## src/rtl/hvint_multi_if.sv

```systemverilog
// CPU register bus for hvint_multi: strobe, read/write qualifiers, address,
// write data and combinational read data.
interface hvint_multi_if;
    logic       cpu_en;
    logic       we;
    logic       re;
    logic [4:0] addr;
    logic [7:0] wdata;
    logic [7:0] rdata;

    modport master (output cpu_en, we, re, addr, wdata, input rdata);
    modport slave  (input cpu_en, we, re, addr, wdata, output rdata);
endinterface

```

## src/rtl/hvint_multi.sv

```systemverilog
// H/V blanking detector, vblank NMI generator and NUM_CH independent
// H/V compare interrupt channels, with a small CPU-visible register file.
module hvint_multi #(
    parameter int CTR_W    = 9,
    parameter int NUM_CH   = 4,
    parameter int HDLY     = 3,
    parameter int HWIN     = 2,
    parameter int VB_NORM  = 225,
    parameter int VB_OS    = 240,
    parameter int HB_START = 274
) (
    input  logic              clk,
    input  logic              reset,
    hvint_multi_if.slave      bus,
    input  logic [CTR_W-1:0]  h_ctr,
    input  logic [CTR_W-1:0]  v_ctr,
    input  logic              overscan,
    output logic              nmi,
    output logic              irq,
    output logic [NUM_CH-1:0] irq_src
);

    // Compares run one bit wider than the counters so HTIME+HDLY+HWIN never wraps.
    localparam int XW = CTR_W + 1;
    typedef logic [XW-1:0] ext_t;

    logic [CTR_W-1:0]  htime [NUM_CH];
    logic [CTR_W-1:0]  vtime [NUM_CH];
    logic [1:0]        mode  [NUM_CH];
    logic [NUM_CH-1:0] pend;
    logic              nmi_en;
    logic              nmi_flg;
    logic              vblank_prev;

    logic              wr_en;
    logic              rd_en;
    logic [4:0]        ch_off;
    logic [2:0]        ch_idx;
    logic [1:0]        reg_k;
    logic              ch_hit;

    ext_t              hx;
    ext_t              vx;
    logic              vblank;
    logic              hblank;
    logic              h0;
    logic [NUM_CH-1:0] heq;
    logic [NUM_CH-1:0] veq;
    logic [NUM_CH-1:0] hit;

    assign wr_en  = bus.cpu_en & bus.we;
    assign rd_en  = bus.cpu_en & bus.re;
    assign ch_off = bus.addr - 5'd8;
    assign ch_idx = ch_off[4:2];
    assign reg_k  = ch_off[1:0];
    assign ch_hit = (bus.addr >= 5'd8) && (ch_idx < 3'(NUM_CH));

    assign hx     = ext_t'(h_ctr);
    assign vx     = ext_t'(v_ctr);
    assign vblank = vx >= (overscan ? ext_t'(VB_OS) : ext_t'(VB_NORM));
    assign hblank = (hx >= ext_t'(HB_START)) | (h_ctr == '0);
    // h0 window is h_ctr in [HDLY-1, HDLY-1+HWIN); shifted by +1 to avoid a negative bound.
    assign h0     = ((hx + ext_t'(1)) >= ext_t'(HDLY)) && ((hx + ext_t'(1)) < ext_t'(HDLY + HWIN));

    assign nmi     = nmi_en & nmi_flg;
    assign irq     = |pend;
    assign irq_src = pend;

    // Per-channel match detection and mode-qualified set condition.
    always_comb begin
        heq = '0;
        veq = '0;
        hit = '0;
        for (int unsigned c = 0; c < NUM_CH; c++) begin
            heq[c] = (hx >= (ext_t'(htime[c]) + ext_t'(HDLY))) &&
                     (hx <  (ext_t'(htime[c]) + ext_t'(HDLY) + ext_t'(HWIN)));
            veq[c] = (v_ctr == vtime[c]);
            case (mode[c])
                2'd1:    hit[c] = heq[c];
                2'd2:    hit[c] = veq[c] & h0;
                2'd3:    hit[c] = veq[c] & heq[c];
                default: hit[c] = 1'b0;
            endcase
        end
    end

    // Combinational read mux; unmapped and absent channels read zero.
    always_comb begin
        bus.rdata = '0;
        case (bus.addr)
            5'h00: bus.rdata = {nmi_en, 7'h00};
            5'h01: bus.rdata = {nmi_flg, 3'h7, 4'h2};
            5'h02: bus.rdata[NUM_CH-1:0] = pend;
            5'h03: bus.rdata = {vblank, hblank, 6'h00};
            default: begin
                if (ch_hit) begin
                    for (int unsigned c = 0; c < NUM_CH; c++) begin
                        if (ch_idx == 3'(c)) begin
                            case (reg_k)
                                2'd0: bus.rdata = htime[c][7:0];
                                2'd1: begin
                                    bus.rdata[5:4]       = mode[c];
                                    bus.rdata[CTR_W-9:0] = htime[c][CTR_W-1:8];
                                end
                                2'd2: bus.rdata = vtime[c][7:0];
                                default: bus.rdata[CTR_W-9:0] = vtime[c][CTR_W-1:8];
                            endcase
                        end
                    end
                end
            end
        endcase
    end

    // NMI enable, vblank edge tracking and the vblank NMI flag.
    always_ff @(posedge clk or posedge reset) begin
        if (reset) begin
            nmi_en      <= 1'b0;
            nmi_flg     <= 1'b0;
            vblank_prev <= 1'b1;
        end else begin
            vblank_prev <= vblank;
            if (wr_en && bus.addr == 5'h00)
                nmi_en <= bus.wdata[7];
            if (!vblank)
                nmi_flg <= 1'b0;
            else if (!vblank_prev)
                nmi_flg <= 1'b1;
            else if (rd_en && bus.addr == 5'h01)
                nmi_flg <= 1'b0;
        end
    end

    // Channel compare registers and mode fields.
    always_ff @(posedge clk or posedge reset) begin
        if (reset) begin
            for (int unsigned c = 0; c < NUM_CH; c++) begin
                htime[c] <= '0;
                vtime[c] <= '0;
                mode[c]  <= '0;
            end
        end else begin
            for (int unsigned c = 0; c < NUM_CH; c++) begin
                if (wr_en && ch_hit && ch_idx == 3'(c)) begin
                    case (reg_k)
                        2'd0: htime[c][7:0] <= bus.wdata;
                        2'd1: begin
                            htime[c][CTR_W-1:8] <= bus.wdata[CTR_W-9:0];
                            mode[c]             <= bus.wdata[5:4];
                        end
                        2'd2: vtime[c][7:0] <= bus.wdata;
                        default: vtime[c][CTR_W-1:8] <= bus.wdata[CTR_W-9:0];
                    endcase
                end
            end
        end
    end

    // Pending bits: a match sets, a disabled channel clears, then W1C clears.
    always_ff @(posedge clk or posedge reset) begin
        if (reset) begin
            pend <= '0;
        end else begin
            for (int unsigned c = 0; c < NUM_CH; c++) begin
                if (hit[c])
                    pend[c] <= 1'b1;
                else if (mode[c] == 2'd0)
                    pend[c] <= 1'b0;
                else if (wr_en && bus.addr == 5'h02 && bus.wdata[c])
                    pend[c] <= 1'b0;
            end
        end
    end

endmodule

```

## src/flat_wrapper.sv

```systemverilog
// flat-port wrapper written by rule: the top's interface ports become plain ports
module hvint_multi_flat 
#(
    parameter int CTR_W    = 9,
    parameter int NUM_CH   = 4,
    parameter int HDLY     = 3,
    parameter int HWIN     = 2,
    parameter int VB_NORM  = 225,
    parameter int VB_OS    = 240,
    parameter int HB_START = 274
)
  (clk, reset, h_ctr, v_ctr, overscan, nmi, irq, irq_src, bus_cpu_en, bus_we, bus_re, bus_addr, bus_wdata, bus_rdata);
  hvint_multi_if bus_i ();
  input  logic clk;
  input  logic reset;
  input  logic [CTR_W-1:0] h_ctr;
  input  logic [CTR_W-1:0] v_ctr;
  input  logic overscan;
  output logic nmi;
  output logic irq;
  output logic [NUM_CH-1:0] irq_src;
  input wire logic [$bits(bus_i.cpu_en)-1:0] bus_cpu_en;
  input wire logic [$bits(bus_i.we)-1:0] bus_we;
  input wire logic [$bits(bus_i.re)-1:0] bus_re;
  input wire logic [$bits(bus_i.addr)-1:0] bus_addr;
  input wire logic [$bits(bus_i.wdata)-1:0] bus_wdata;
  output wire logic [$bits(bus_i.rdata)-1:0] bus_rdata;
  assign bus_i.cpu_en = bus_cpu_en;
  assign bus_i.we = bus_we;
  assign bus_i.re = bus_re;
  assign bus_i.addr = bus_addr;
  assign bus_i.wdata = bus_wdata;
  assign bus_rdata = bus_i.rdata;
  hvint_multi #(.CTR_W(CTR_W), .NUM_CH(NUM_CH), .HDLY(HDLY), .HWIN(HWIN), .VB_NORM(VB_NORM), .VB_OS(VB_OS), .HB_START(HB_START)) u_core (.clk(clk), .reset(reset), .bus(bus_i), .h_ctr(h_ctr), .v_ctr(v_ctr), .overscan(overscan), .nmi(nmi), .irq(irq), .irq_src(irq_src));
endmodule
```

## config.mk

```make
export PLATFORM = sky130hd
export DESIGN_NAME = hvint_multi_flat
export DESIGN_NICKNAME = d
export VERILOG_FILES = /design/src/rtl/hvint_multi_if.sv /design/src/rtl/hvint_multi.sv /design/src/flat_wrapper.sv
export SDC_FILE = /design/constraint.sdc
export NUM_CORES = 1
export LEC_CHECK = 0
export ABC_CLOCK_PERIOD_IN_PS = 6450
export BUFFER_PORTS_ARGS = -buffer_cell sky130_fd_sc_hd__buf_2
export CORE_UTILIZATION = 40
export CTS_CLUSTER_DIAMETER = 30
export CTS_CLUSTER_SIZE = 40
export DETAILED_ROUTE_END_ITERATION = 7
export SLEW_MARGIN = 20
export SYNTH_ARGS = -nofsm -noshare
export SYNTH_HDL_FRONTEND = slang
export SYNTH_SLANG_ARGS = --single-unit
export TNS_END_PERCENT = 30
```

## constraint.sdc

```tcl
create_clock -name clk -period 6.45 [get_ports clk]
set_clock_uncertainty 0.2 [all_clocks]
set_input_delay 0.3225 -clock clk [delete_from_list [all_inputs] [get_ports clk]]
set_output_delay 0.3225 -clock clk [all_outputs]
set_load 0.02 [all_outputs]
```

==> impl_metrics.ini, run 1 <==
[outcome]
outcome = finished, final reports clean

[worst_setup_path]
crit_top_cell = ha_1
start_kind = flop
end_kind = flop
ff2ff_setup_slack_ps = 3030
crit_slowest_cell = dfrtp_1
cp-startpoint = u_core.htime[0]
r2r_cells = 13
arrival_ps = 3450
path_delay_family = compound AO/OA/AOI/OAI gates
worstReg2RegStart = u_core.htime[0]
crit_type = flop to flop
endpoint = u_core.irq_src[3]
critical_path_buf_inv_count = 1
slowest_delay_ps = 450
worstPathCellList = inv_1 > ha_1 > or3_1 > o32ai_1 > a31oi_1 > nor4_1 > o211ai_1 > xor2_1 > ha_1 > o21ai_0 > a21oi_1 > a2bb2oi_1 > o22ai_1
r2r_end = u_core.irq_src[3]
cp_max_fo = 7
worstPathRequired_ps = 6480
path_depth = 13

[cts]
root_buffer = clkbuf_16
clock-sinks = 87
clk_pin_slew_ps = 60
cts_resized = 0
clockBufferDepth = 2
numCtsBuffers = 9
cts_tree = built
insertion_delay_ps = 350
cts-htree-levels = 3

[yosys]
async_flop_share = 1.000
ys_seq_area_frac = 0.2791
syn-num-nets = 949
synth-adder-area-share = 0.1315
synth-compound-area-share = 0.1380
syn-cell-area_sq_mm = 0.007804
synth_seq_cells = 87
synthXorXnorAreaFrac = 0.09877
yosysWarnings = 0
syn_inst = 830
syn_area_per_cell_sq_um = 9.402
yosysTopAreaCellShare = 0.2758
synth_edf_count = 0
synthFlopType = dfrtp_1
yosysTopAreaCell = dfrtp_1
synth_top_family_by_area = simple AND/OR/NAND/NOR gates
yosysUniqueCellTypes = 72
synthMuxAreaShare = 0.1517
synthTopCellsByArea = dfrtp_1 (28%), ha_1 (13%), mux2_2 (10%)
yosys.area_share.simple = 0.1586

[place]
place_inst = 1098
place.gp.congestion = 0.8787
post-dp-hpwl_um = 17090
port-buffer-count = 50

[global_routing]
grt_pass1_vias = 6072
gr-total-overflow = 0
grt_usage = 0.2393
antenna_found_initial = 0
grt_max_degree = 47
grt_pass1_wl_um = 36130

[pwr]
p_total_w = 0.002013
leakage_nw = 3.614
ir_drop_mv = 0.1495
power.density_mw_per_mm2 = 236.8
power_switching_share = 0.3764
pwr-share-seq = 0.369
power_frac_comb = 0.370
p_sw_w = 0.0007577
power.share.clock = 0.260
p_int_w = 0.001256

[floorplanning]
row_count = 50
die_w_um = 141.7
start_util = 0.4130
io-pin-count = 51
core_sq_mm = 0.01889
dieArea_sq_mm = 0.02007
die_y_um = 141.7

[layout]
antennaDiodeCount = 0
regArea_sq_mm = 0.002178
final_nets = 969
mostFrequentLayoutCells = dfrtp_1 (86), ha_1 (82), mux2_2 (72)
layout_commonest_cell = dfrtp_1
fill_cells = 1850
instances_no_fill = 1114
area.growth.synth_to_final_pct = 8.963
drive_gt1_frac = 0.1944
multiInputGateArea_sq_mm = 0.005295

[routing]
vias = 6426
ant_nets = 0
routedWlPerCell_um = 20.74
firstDrtPassIters = 5
drt_wl_total_um = 23100
post-route-drc-count = 0
viasPerCell = 5.768
first_iter_violations = 607

[sta]
setup_violations = 0
rsz0062_at_grt = no
clock.fmax_mhz = 292.3
slew_viol_final = 0
tns_ps = 0
fin_crit_ps = 3421
slew_headroom = 0.4588
post-route-period-util = 0.5304
worst_pin_slew_ps = 811.8
finalHoldViolations = 0

[min_path]
hold_class = input port to flop

[run]
max_cap_violations = 0
## repair_timing
item	4_1_cts	5_1_grt
buffers inserted	0	0
endpoints found under the hold margin	41	0
hold buffers	1	0
## tightest hold or removal path, stage by stage
cell,delay [ps]
buf_2,70
nand2_1,40
o21ai_0,150
a21oi_1,70
## cell usage after synthesis (9+ instances only)
cell      number
a21oi_1       33
buf_2         17
clkbuf_1      23
dfrtp_1       86
ha_1          82
inv_1         33
mux2_2        72
mux2i_1       17
nand2_1       52
nand2b_1      22
nand3_1       17
nor2_1        45
nor2b_1       10
nor3_1        19
nor3b_1        9
o211ai_1       9
o21ai_0       43
o22ai_1       13
xnor2_1       44
xor2_1        44
## power groups by stage
stage / clock network, W / logic [W] / registers [W]
finish: 0.000524 / 0.000746 / 0.000744
global route: 0.000552 / 0.000846 / 0.000755
CTS: 0.000530 / 0.000748 / 0.000739
detailed placement: 0 / 0.000741 / 0.000749
global placement: 0 / 0.000736 / 0.000748
floorplan: 0 / 0.000592 / 0.000687
## worst min path at each step
stage / startpoint / end / slack [ps] / depth (start not counted)
floorplan: bus_wdata[7] / u_core.htime[25] / 240 / 2
global placement: reset / u_core.mode[7] / 280 / 2
detailed placement: reset / u_core.mode[7] / 280 / 2
CTS: bus_re / u_core.nmi_flg / 140 / 4
global route: bus_wdata[7] / u_core.htime[7] / 180 / 3
finish: bus_re / u_core.nmi_flg / 150 / 4
## state kept, by name, indices dropped and copies added (netlist names)
signal / flops
u_core.nmi_flg: 1
u_core.vtime: 36
u_core.htime: 36
u_core.nmi_en: 1
u_core.vblank_prev: 1
u_core.mode: 8
u_core.irq_src: 4
## metrics by stage
step | utilization | hold WS (ps) | cell area [sq um] | setup slack [ps]
2_1_floorplan | - | 239.3 | 7804 | 3523
3_3_place_gp | 0.4342 | 279.8 | 8204 | 2992
3_5_place_dp | 0.4342 | 281.7 | 8204 | 3063
4_1_cts | 0.4501 | 143.2 | 8503 | 3027
5_1_grt | 0.4501 | 175.8 | 8503 | 2703
6_report | 0.4501 | 149.2 | 8503 | 3029
## cells by family (layout without fill, tap and decap cells)
family                     count (synthesis)  after routing
AOI/OAI and AO/OA                        166            166
adders and majority gates                 82             82
and+or+nand+nor                          229            229
muxes                                     99             99
DFF                                       87             87
xor gates and xnor gates                  88             88
buffers and inverters                     79            103
## layout make-up
class,count,share of cell area
repair buffers,55,0.03414
inverters,33,0.01471
clock inverters,5,0.007063
well taps,260,0.03826
clock buffers,10,0.02693
multi-input cells,664,0.6227
flip-flops and latches,87,0.2562
## per-layer routing
| layer | vias up | GRT usage | part of all wire |
|---|---|---|---|
| li1 | 3056 | - | - |
| met4 | 0 | 0.06735 | 0.020 |
| met3 | 28 | 0.03004 | 0.065 |
| met2 | 257 | 0.3505 | 0.42 |
| met5 | - | 0 | 0 |
| met1 | 3085 | 0.3651 | 0.49 |
(Power assumes the default switching activity.)
==> run 2, diff against run 1 <==
ABC_AREA = 1   (was default)
ABC_CLOCK_PERIOD_IN_PS = 3300   (was 6450)
clock period = 3.3 ns   (was 6.45 ns; I/O delays follow)
==> run 2 against run 1 <==
Compared with the run above:
- combinational power is 84% higher
- fmax increased by 13%
- register-to-register slack lost 2700 ps
- final cell count grew 31%
- hold slack worse by 120 ps
- global-route usage is 1.2 points higher
- clock power grew 100%
- utilization increased by 0.65 points
- synthesized area up 1.7%
- via count is 17% higher
- flip-flop and latch count did not move
- critical endpoint is now u_core.irq_src[2]
- highest routed layer unchanged
==> impl_metrics.ini, run 2 <==
[outcome]
outcome = finished, final reports clean

[worst_setup_path]
path_delay_family = simple AND/OR/NAND/NOR gates
cp_max_fo = 5
end_kind = flop
critical_path_buf_inv_count = 3
crit_top_cell = nand2_1
start_kind = flop
crit_slowest_cell = dfrtp_2
crit_type = flop to flop
slowest_delay_ps = 400
arrival_ps = 3070
path_depth = 26
r2r_cells = 26
worstPathRequired_ps = 3350

[pwr]
power.density_mw_per_mm2 = 430.5
p_total_w = 0.003826
power.share.clock = 0.280
p_sw_w = 0.001471
ir_drop_mv = 0.2471
pwr-share-seq = 0.362
p_int_w = 0.002355
power_frac_comb = 0.358
leakage_nw = 4.324
power_switching_share = 0.3845

[routing]
routedWlPerCell_um = 16.74
vias = 7515
post-route-drc-count = 0
viasPerCell = 5.151
first_iter_violations = 521
drt_wl_total_um = 24420
ant_nets = 0
firstDrtPassIters = 5

[sta]
setup_violations = 0
slew_viol_final = 0
worst_pin_slew_ps = 718.8
post-route-period-util = 0.9143
slew_headroom = 0.5208
clock.fmax_mhz = 331.5
finalHoldViolations = 0
fin_crit_ps = 3017
rsz0062_at_grt = yes
tns_ps = 0

[floorplanning]
core_sq_mm = 0.01946
die_y_um = 142.9
io-pin-count = 51
dieArea_sq_mm = 0.02041
row_count = 51
die_w_um = 142.9
start_util = 0.4078

[layout]
area.growth.synth_to_final_pct = 11.95
largestRegisters = u_core.htime x36, u_core.vtime x36, u_core.mode x8
layout_commonest_cell = nand2_1
final_nets = 1308
drive_gt1_frac = 0.1164
antennaDiodeCount = 0
mostFrequentLayoutCells = nand2_1 (320), inv_1 (153), o21ai_0 (98)

[place]
post-dp-hpwl_um = 18580
place.gp.congestion = 0.9451
port-buffer-count = 50

[global_routing]
grt_max_degree = 50
grt_pass1_vias = 6933
gr-total-overflow = 0
grt_usage = 0.2510
grt_pass1_wl_um = 38150
antenna_found_initial = 0

[cts]
clockBufferDepth = 2
insertion_delay_ps = 360
cts_tree = built
clock-sinks = 87
cts-htree-levels = 3
numCtsBuffers = 9
root_buffer = clkbuf_16
clk_pin_slew_ps = 60

[yosys]
yosysTopAreaCellShare = 0.2711
syn-num-nets = 1257
yosysTopAreaCell = dfrtp_1
synth_seq_cells = 87
async_flop_share = 1.000
synthFlopType = dfrtp_1
yosysUniqueCellTypes = 54
synth_most_common_cell = nand2_1
syn_inst = 1138
ys_seq_area_frac = 0.2744
synthTopCellsByArea = dfrtp_1 (27%), nand2_1 (15%), ha_1 (13%)
yosysWarnings = 0
syn-cell-area_sq_mm = 0.007938
synth_edf_count = 0
synthTopCellsByCount = nand2_1 (322), inv_1 (157), o21ai_0 (98), dfrtp_1 (86), ha_1 (82)
syn_area_per_cell_sq_um = 6.975

[min_path]
holdPathStages = 3
hold_class = input port to flop

[run]
max_cap_violations = 0
## run 2: cells by family after synthesis
family          Yosys count  share of synthesized area
compound gates          205                     0.1471
fa+ha+maj                82                     0.1293
flops                    87                     0.2744
xor+xnor                 56                    0.06557
buf+inv                 194                    0.09489
simple gates            514                     0.2888
## run 2: timing repair
| item | in CTS | in global routing |
|---|---|---|
| buffers inserted | 0 | 6 |
| setup endpoints to repair | 0 | 3 |
| resized for setup | 0 | 12 |
| hold endpoints to repair | 43 | 0 |
| hold buffers | 7 | 0 |
## run 2: worst min-delay path, delay by kind of cell
kind	cells	cell delay, ps
buffers and inverters	2	250
AND/OR/NAND/NOR	1	130
## run 2: routing by layer
metal	wire length, um	GRT usage	vias up
met5	0	0	-
met4	380	0.07527	0
met3	1397	0.03924	26
met2	11120	0.4038	220
met1	11520	0.3452	3432
li1	-	-	3837
## run 2: through the flow
step	hold WS (ps)	utilization	instances	area [sq um]	setup WS, ps
after CTS	22.96	0.4531	1453	8818	151.1
after detailed placement	98.27	0.4336	1430	8439	159.7
after global placement	103.6	0.4336	1430	8439	227.4
final	34.08	0.4566	1459	8886	283.0
after global routing	54.73	0.4566	1459	8886	-4.609
after floorplan	129.8	-	1138	7938	439.5
## run 2: power groups by stage
stage | Clock, W | Sequential (W) | Combinational, W
final | 0.00107 | 0.00138 | 0.00137
after global placement | 0 | 0.00139 | 0.00132
after CTS | 0.00109 | 0.00138 | 0.00136
after floorplan | 0 | 0.00134 | 0.00101
after detailed placement | 0 | 0.00140 | 0.00134
after global routing | 0.00112 | 0.00140 | 0.00159
## run 2: final timing paths
path,slack [ps],end,start
setup / recovery,280,u_core.irq_src[2],u_core.htime[9]
hold / removal,30,u_core.vblank_prev,v_ctr[8]
setup reg to reg,280,u_core.irq_src[2],u_core.htime[9]
hold reg to reg,310,u_core.htime[18],u_core.htime[18]
max in group asynchronous,1900,u_core.vblank_prev,reset
min in group asynchronous,230,u_core.vtime[25],reset
## run 2: final cells by class
class                      count  area [sq um]
timing repair buffer          67         407.9
clock inverter                 5         56.30
sequential                    87          2183
clock buffer                  11         252.7
tap                          265         331.6
multi-input combinational    857          5024
inverter                     167         630.6
fill                        2023         10580
